## src/rtl/lsu_pkg.sv

```systemverilog
`default_nettype none
// ---------------------------------------------------------------------------
// lsu_pkg : load/store shared types (funct3 load kinds, FSM states, widths)
// Revision: 1.0
// ---------------------------------------------------------------------------
package lsu_pkg;

  localparam int LSU_DATA_W = 32;

  typedef enum logic [2:0] {
    LB  = 3'b000,
    LH  = 3'b001,
    LW  = 3'b010,
    LBU = 3'b100,
    LHU = 3'b101
  } load_f3_e;

  typedef enum logic [1:0] {
    IDLE = 2'd0,
    REQ  = 2'd1,
    WAIT = 2'd2,
    DONE = 2'd3
  } lsu_state_e;

  // True when funct3 names a load and the byte offset suits its size.
  function automatic logic load_ok(input logic [2:0] f3, input logic [1:0] ea_lo);
    case (f3)
      LB, LBU: load_ok = 1'b1;
      LH, LHU: load_ok = ~ea_lo[0];
      LW:      load_ok = (ea_lo == 2'b00);
      default: load_ok = 1'b0;
    endcase
  endfunction

endpackage
`default_nettype wire

```

## src/rtl/load_align.sv

```systemverilog
`default_nettype none
// ---------------------------------------------------------------------------
// load_align : selects byte/halfword/word lane and sign- or zero-extends it
// Revision: 1.0
// ---------------------------------------------------------------------------
module load_align
  import lsu_pkg::*;
(
  input  logic [31:0] rdata_i,
  input  logic [1:0]  ea_lo_i,
  input  logic [2:0]  funct3_i,
  output logic [31:0] result_o
);

  logic [7:0]  byte_sel;
  logic [15:0] half_sel;

  always_comb begin
    byte_sel = rdata_i[7:0];
    case (ea_lo_i)
      2'd1:    byte_sel = rdata_i[15:8];
      2'd2:    byte_sel = rdata_i[23:16];
      2'd3:    byte_sel = rdata_i[31:24];
      default: byte_sel = rdata_i[7:0];
    endcase
  end

  assign half_sel = ea_lo_i[1] ? rdata_i[31:16] : rdata_i[15:0];

  always_comb begin
    result_o = '0;
    case (funct3_i)
      LB:      result_o = {{24{byte_sel[7]}}, byte_sel};
      LBU:     result_o = {24'b0, byte_sel};
      LH:      result_o = {{16{half_sel[15]}}, half_sel};
      LHU:     result_o = {16'b0, half_sel};
      LW:      result_o = rdata_i;
      default: result_o = '0;
    endcase
  end

endmodule
`default_nettype wire

```

## src/rtl/load_unit.sv

```systemverilog
`default_nettype none
// ---------------------------------------------------------------------------
// load_unit : multi-cycle load, one word read over req/ack port, lane extract
// Revision: 1.0
// ---------------------------------------------------------------------------
module load_unit
  import lsu_pkg::*;
#(
  parameter int ADDR_W = 32,
  parameter int DATA_W = 32
) (
  input  logic              clk,
  input  logic              rst,
  input  logic              start,
  input  logic [ADDR_W-1:0] base,
  input  logic [ADDR_W-1:0] immediate,
  input  logic [2:0]        funct3,
  output logic              busy,
  output logic              mem_req,
  output logic [ADDR_W-1:0] mem_addr,
  input  logic              mem_ack,
  input  logic              mem_rvalid,
  input  logic [DATA_W-1:0] mem_rdata,
  output logic              done,
  output logic [DATA_W-1:0] rd_data,
  output logic              err
);

  lsu_state_e        state_q;
  logic [2:0]        funct3_q;
  logic [1:0]        ea_lo_q;
  logic              busy_q;
  logic              mem_req_q;
  logic [ADDR_W-1:0] mem_addr_q;
  logic              done_q;
  logic [DATA_W-1:0] rd_data_q;
  logic              err_q;

  logic [ADDR_W-1:0] ea_d;
  logic [31:0]       aligned_d;

  assign ea_d = base + immediate;

  load_align u_align (
    .rdata_i  (mem_rdata),
    .ea_lo_i  (ea_lo_q),
    .funct3_i (funct3_q),
    .result_o (aligned_d)
  );

  always_ff @(posedge clk or posedge rst) begin
    if (rst) begin
      state_q    <= IDLE;
      funct3_q   <= 3'b000;
      ea_lo_q    <= 2'b00;
      busy_q     <= 1'b0;
      mem_req_q  <= 1'b0;
      mem_addr_q <= '0;
      done_q     <= 1'b0;
      rd_data_q  <= '0;
      err_q      <= 1'b0;
    end else begin
      done_q <= 1'b0;
      err_q  <= 1'b0;
      case (state_q)
        IDLE: begin
          if (start) begin
            funct3_q <= funct3;
            ea_lo_q  <= ea_d[1:0];
            busy_q   <= 1'b1;
            if (load_ok(funct3, ea_d[1:0])) begin
              state_q    <= REQ;
              mem_req_q  <= 1'b1;
              mem_addr_q <= {ea_d[ADDR_W-1:2], 2'b00};
            end else begin
              // Rejected loads skip the bus entirely and report at once.
              state_q   <= DONE;
              done_q    <= 1'b1;
              err_q     <= 1'b1;
              rd_data_q <= '0;
            end
          end
        end
        REQ: begin
          if (mem_ack) begin
            state_q   <= WAIT;
            mem_req_q <= 1'b0;
          end
        end
        WAIT: begin
          if (mem_rvalid) begin
            state_q   <= DONE;
            done_q    <= 1'b1;
            rd_data_q <= aligned_d;
          end
        end
        DONE: begin
          state_q <= IDLE;
          busy_q  <= 1'b0;
        end
        default: state_q <= IDLE;
      endcase
    end
  end

  assign busy     = busy_q;
  assign mem_req  = mem_req_q;
  assign mem_addr = mem_addr_q;
  assign done     = done_q;
  assign rd_data  = rd_data_q;
  assign err      = err_q;

endmodule
`default_nettype wire
```

## config.mk

```make
export PLATFORM = sky130hd
export DESIGN_NAME = load_unit
export DESIGN_NICKNAME = d
export VERILOG_FILES = /design/src/rtl/lsu_pkg.sv /design/src/rtl/load_align.sv /design/src/rtl/load_unit.sv
export SDC_FILE = /design/constraint.sdc
export NUM_CORES = 1
export LEC_CHECK = 0
export ABC_AREA = 1
export CORE_MARGIN = 2
export CORE_UTILIZATION = 50
export DETAILED_ROUTE_END_ITERATION = 8
export GPL_TIMING_DRIVEN = 0
export PLACE_DENSITY_LB_ADDON = 0.1
export SYNTH_ARGS = -nofsm -noshare
export SYNTH_HDL_FRONTEND = slang
export SYNTH_HIERARCHICAL = 1
export SYNTH_SLANG_ARGS = --single-unit
```

## constraint.sdc

```tcl
create_clock -name clk -period 2.5 [get_ports clk]
set_clock_uncertainty 0.05 [all_clocks]
set_input_delay 0.25 -clock clk [delete_from_list [all_inputs] [get_ports clk]]
set_output_delay 0.25 -clock clk [all_outputs]
set_load 0.01 [all_outputs]
```

; Word level (Yosys, flattened, before mapping)
; Cells that the tools add are included.
; Widths: inputs -> output; s select.
[classes]
reduce_logical = 15
n_mux = 26
bitwise_logic = 1
add_sub_neg = 1
eq_ne = 19
[ops]
columns = cell, n
row1 = $pmux 32 s5, 1
row2 = $mux 32, 3
row3 = $pmux 32 s2, 1
row4 = $add 32x32->32, 1
row5 = $pmux 8 s3, 1
row6 = $mux 16, 1
row7 = $eq 3x3->1 const B, 4
row8 = $mux 1, 10
row9 = $ne 2x2->1 const B, 5
row10 = $eq 2x2->1 const B, 4
row11 = $mux 2, 4
row12 = $pmux 2 s4, 1
row13 = $reduce_and 4->1, 2
row14 = $eq 3x1->1 const B, 2
row15 = $eq 3x2->1 const B, 2
row16 = $logic_not 3->1, 2
row17 = $pmux 1 s2, 3
row18 = $reduce_and 3->1, 2
row19 = $reduce_bool 2->1, 3
row20 = $eq 2x1->1 const B, 2
row21 = $logic_not 2->1, 2
row22 = $reduce_and 2->1, 2
row23 = $reduce_or 2->1, 2
row24 = $pmux 1 s3, 1
row25 = $not 1->1, 1
[totals]
input_bits = 104
wordCells = 71
out_inout_bits = 68
register_bits = 73

; Longest topological paths before layout
[depth]
depth_word = 8
depth_mapped = 12
depth_no_buf = 12

; By module
; Netlist, hierarchy kept.
[modules_own_cells]
columns = mod, n_inst, cells_each, area_per_inst_um2, seq_area_each_um2
row1 = load_unit, 1, 801, 5265.0, 1826.8
row2 = load_align, 1, 255, 1083.5, 0.0

; Worst setup path after synthesis
; No wires, ideal clock.
[synth_timing]
path_type = in2reg
startpoint = input base[0]
endpoint = register rd_data_q[25], in the netlist rd_data[25]
setup_ps = 126
path_slack_ps = 436
required_ps = 2324
path_stages = 9
path_buffers = 1
arrival_ps = 1888
cell_sequence = ha_1 -> fa_1 -> inv_1 -> nand4_1 -> nand2_1 -> nand2_2 -> nor3b_4 -> buf_2 -> o21ai_0
[synth_between]
elab_chain_len = 7
elab_cells_between_ends = 8
classes_between = 1 x add/sub / 1 x eq/ne / 3 x mux / 1 x bitwise / 2 x reduce/logical
[synth_lines]
columns = element, line_no
row1 = "start, declared", load_unit.sv:15  ; input logic [ADDR_W-1:0] base,
row2 = $add 32x32->32, load_unit.sv:42  ; assign ea_d = base + immediate;
row3 = via ea_d[1], load_unit.sv:39  ; logic [ADDR_W-1:0] ea_d;
row4 = $logic_not 2->1, lsu_pkg.sv:30  ; LW: load_ok = (ea_lo == 2'b00);
row5 = $pmux 1 s3, lsu_pkg.sv:27  ; case (f3)
row6 = $mux 1, load_unit.sv:67  ; if (start) begin
row7 = $mux 1, load_unit.sv:65  ; case (state_q)
row8 = $ne 2x2->1 (no source line), --
row9 = $reduce_and 4->1 (no source line), --
row10 = "end signal, assigned", load_unit.sv:94  ; rd_data_q <= aligned_d;
row11 = "end, declared", load_unit.sv:36  ; logic [DATA_W-1:0] rd_data_q;
; The timed path passes the listed nets, and every way through them passes these cells. The select of a mux whose other input is x is not followed.
; A chain may end at the register's enable or synchronous reset.

; Final worst setup path
[layout_timing]
startpoint = input base[0]
endpoint = register mem_addr_q[29], in the netlist mem_addr[29]
[layout_between]
elab_chain_len = 6
elab_cells_between_ends = 7
classes_between = 1 x add/sub / 3 x mux / 1 x bitwise / 2 x reduce/logical
[layout_lines]
columns = element, line_no
row1 = $add 32x32->32, load_unit.sv:42
row2 = via ea_d[1], load_unit.sv:39
row3 = $logic_not 2->1, lsu_pkg.sv:30
row4 = $pmux 1 s3, lsu_pkg.sv:27
row5 = $mux 1, load_unit.sv:67
row6 = $mux 1, load_unit.sv:65
row7 = $reduce_and 3->1 (no source line), --
row8 = "end signal, assigned", load_unit.sv:74  ; mem_addr_q <= {ea_d[ADDR_W-1:2], 2'b00};
row9 = "end, declared", load_unit.sv:34  ; logic [ADDR_W-1:0] mem_addr_q;
; The timed path passes the listed nets, and every way through them passes these cells. The select of a mux whose other input is x is not followed.

==> impl_results.md <==
* 1st-pass router iterations at 5
* Post-route ant nets at 0
* Critical Path AT at 2.52 ns
* Largest net degree at the start of global routing at 74
* Vias in the first global route at 6396
* DR vias at 7031
* Worst slew pin tran at 0.573 ns
* Io pins at 172
* Worst vdd ir at 406 uV
* Hold Crit Class: input pin to async pin
* Initial antenna violation count at 0
* Clk root buf: clkbuf_16
* Synth Register Bits at 73
* Nets at 1381
* Tot Pwr at 7.96 mW
* Area grow syn2layout at 36.4%
* Post-route cell area at 0.00866 mm2
* Ys Warns at 6
* Crit Path Category: input pin to flip-flop
* Starting DRC count in detailed routing at 512
* Req. time, crit path at 2.67 ns
* Post-synthesis cell count at 1056
* Total CTS buffers at 9
* Mapped Area at 0.00635 mm2
* Num rows at 41
* Leak Pwr at 4.74 nW
* Vias per cell at 4.96
* Max_cap viols at 0
* Worst setup margin at 0.150 ns
* Vert. Die Dim at 117 um
* Dpl ws at -0.527 ns
* Core area at 0.0125 mm2
* Worst path slowest cell: clkdlybuf4s50_1
* CP Max Fanout at 10
* Placement-stage cell area at 0.00829 mm2
* Share of layout cells above drive strength 1 at 4.74%
* Placer Congestion at 0.971
* H-tree depth at 3
* Critical path's top delay family: buffers and inverters
* FMAX at 426 MHz
* CTS sink count at 73
* Synth unique cells at 32
* Initial Utilization at 50.7%
* Routed wire length at 18600 um
* Per-cell routed wire length at 13.1 um
* Min Tclk post-route at 2.35 ns
* Crit. End Element: flip-flop
* Max_slew headroom at 61.6%
* # diodes at 0
* DR DRC count at 0
* CP bufs+invs at 4
* Fin crit share at 94.0%
* CTS hold repair buffers at 0
* Mean Syn Cell Area at 6.01 um2
* Crit start category: input pin
* First-pass GRT wire length at 29400 um
* Hold Fails Final Rpt at 0
* Power Density at 919 mW/mm2
* Slew Viols, Final at 0
* Slowest stage delay, CP at 0.46 ns
* # port buffers at 169
* Register area share after synthesis at 28.8%
* Status: finished clean
* GRT overflow at 0
* TritonCTS clock tree: built
* CTS max path bufs at 2
* Crit-path cells: clkdlybuf4s50_1 -> ha_2 -> fa_1 -> inv_1 -> nand4_1 -> nand2_2 -> nand2_2 -> nor2_4 -> inv_2 -> buf_2 -> nand2_1 -> nand2_1
* Post-DP HPWL at 14900 um
* Clock slew at reported path FFs at 0.06 ns
* Worst-Skew Late Latency at 0.34 ns
* Total GRT Usage at 27.7%
* Final-report setup violation count at 0
* Die width at 117 um
* Die area at 0.0136 mm2
[path summary, 6_finish.rpt]
| check | from | to | slack [ns] | depth (start not counted) |
|---|---|---|---|---|
| worst min-delay path | rst | rd_data[6]$_DFFE_PP0P_ | 0.28 | 3 |
| min in group clk | mem_addr[15]$_DFFE_PP0P_ | mem_addr[15]$_DFFE_PP0P_ | 0.43 | 2 |
| worst max register to register | state_q[0]$_DFFE_PP0P_ | rd_data[26]$_DFFE_PP0P_ | 0.53 | 10 |
| worst max-delay path | base[0] | mem_addr[29]$_DFFE_PP0P_ | 0.15 | 12 |
| max in group asynchronous | rst | funct3_q[2]$_DFFE_PP0P_ | 1.80 | 3 |
| worst min register to register | mem_addr[15]$_DFFE_PP0P_ | mem_addr[15]$_DFFE_PP0P_ | 0.43 | 2 |
[cell type report]
cell class	count	area (um2)
sequential	73	1830
inverter	202	763
clock inverter	5	78.8
multi-input combinational	752	3580
timing repair buffer	173	1750
fill	1185	3850
tap	172	215
clock buffer	11	243
buffer	30	203
[stage by stage]
| step | instances | hold slack (ns) | TNS (ns) | utilization (%) |
|---|---|---|---|---|
| 6_report | 1418 | 0.284 | 0 | 69.2 |
| 5_1_grt | 1418 | 0.353 | -0.00991 | 69.2 |
| 4_1_cts | 1416 | 0.311 | 0 | 69.0 |
| 3_5_place_dp | 1399 | 0.416 | -26.20 | 66.2 |
| 3_3_place_gp | 1398 | 0.413 | -89.77 | 66.0 |
| 2_1_floorplan | 1057 | 0.321 | 0 | - |
[cells in the mapped netlist]
| cell type | instances | area, um2 |
|---|---|---|
| a21o_1 | 1 | 7.51 |
| a21oi_1 | 30 | 150 |
| buf_2 | 11 | 55.1 |
| buf_4 | 4 | 30.0 |
| buf_6 | 7 | 78.8 |
| clkbuf_1 | 6 | 22.5 |
| clkbuf_2 | 2 | 10.0 |
| conb_1 | 1 | 3.75 |
| dfrtp_1 | 73 | 1830 |
| fa_1 | 1 | 20.0 |
| ha_1 | 35 | 438 |
| inv_1 | 199 | 747 |
| inv_2 | 2 | 7.51 |
| inv_4 | 1 | 6.26 |
| nand2_1 | 432 | 1620 |
| nand2_2 | 3 | 18.8 |
| nand3_1 | 101 | 505 |
| nand3b_1 | 5 | 37.5 |
| nand4_1 | 4 | 25.0 |
| nor2_1 | 50 | 188 |
| nor2_2 | 1 | 6.26 |
| nor2_4 | 1 | 11.3 |
| nor3_1 | 3 | 15.0 |
| nor3_4 | 2 | 32.5 |
| nor3b_4 | 1 | 18.8 |
| o211ai_1 | 2 | 15.0 |
| o21a_1 | 1 | 7.51 |
| o21ai_0 | 50 | 250 |
| o21ai_1 | 10 | 50.1 |
| o21bai_1 | 3 | 22.5 |
| or2_2 | 1 | 6.26 |
| xnor2_1 | 13 | 114 |
[timing repair]
action	4_1_cts	5_1_grt
pin swaps	0	1
endpoints found under the setup margin	57	60
resized for setup	2	7
buffers inserted	1	2
[layout by cell type, fill, tap and decap left out, drive strengths merged, types with 2 or more instances in the layout]
| cell | instances |
|---|---|
| a21oi | 30 |
| buf | 27 |
| bufinv | 2 |
| clkbuf | 18 |
| clkdlybuf4s50 | 169 |
| clkinv | 3 |
| conb | 2 |
| dfrtp | 73 |
| ha | 35 |
| inv | 202 |
| nand2 | 435 |
| nand3 | 101 |
| nand3b | 5 |
| nand4 | 4 |
| nor2 | 52 |
| nor3 | 5 |
| o211ai | 2 |
| o21ai | 60 |
| o21bai | 3 |
| xnor2 | 13 |
[report_power, final]
part	switching, mW	internal [mW]
registers	0.320	1.70
logic	2.53	2.03
clock network	0.489	0.899
[flip-flops by register name (all words and copies together) (netlist names)]
name,count
rd_data,32
mem_addr,30
funct3_q,3
ea_lo_q,2
state_q,2
busy,1
done,1
err,1
mem_req,1
[kinds of logic (layout without fill, tap and decap cells)]
logic type / after synthesis / count (layout) / share of synthesized area, %
AND/OR/NAND/NOR: 604 / 604 / 39.2
buffers and inverters: 232 / 421 / 15.1
AO/OA/AOI/OAI: 97 / 97 / 7.92
flip-flops: 73 / 73 / 28.8
adder cells (fa/ha/maj): 36 / 36 / 7.21
XOR/XNOR: 13 / 13 / 1.79
other: 1 / 2 / 0.0591
[tightest hold or removal path, stage by stage]
cell,delay [ns]
clkdlybuf4s50_1,0.45
inv_4,0.08
buf_16,0.29
[routing by layer]
metal | track usage, % | vias to the layer above | routed length, um
met5 | 0 | - | 0
met4 | 14.6 | 0 | 727
met3 | 2.54 | 51 | 933
met2 | 49.6 | 249 | 9240
met1 | 32.8 | 3141 | 7720
li1 | - | 3590 | -
Power figures use the tool's default switching activity.
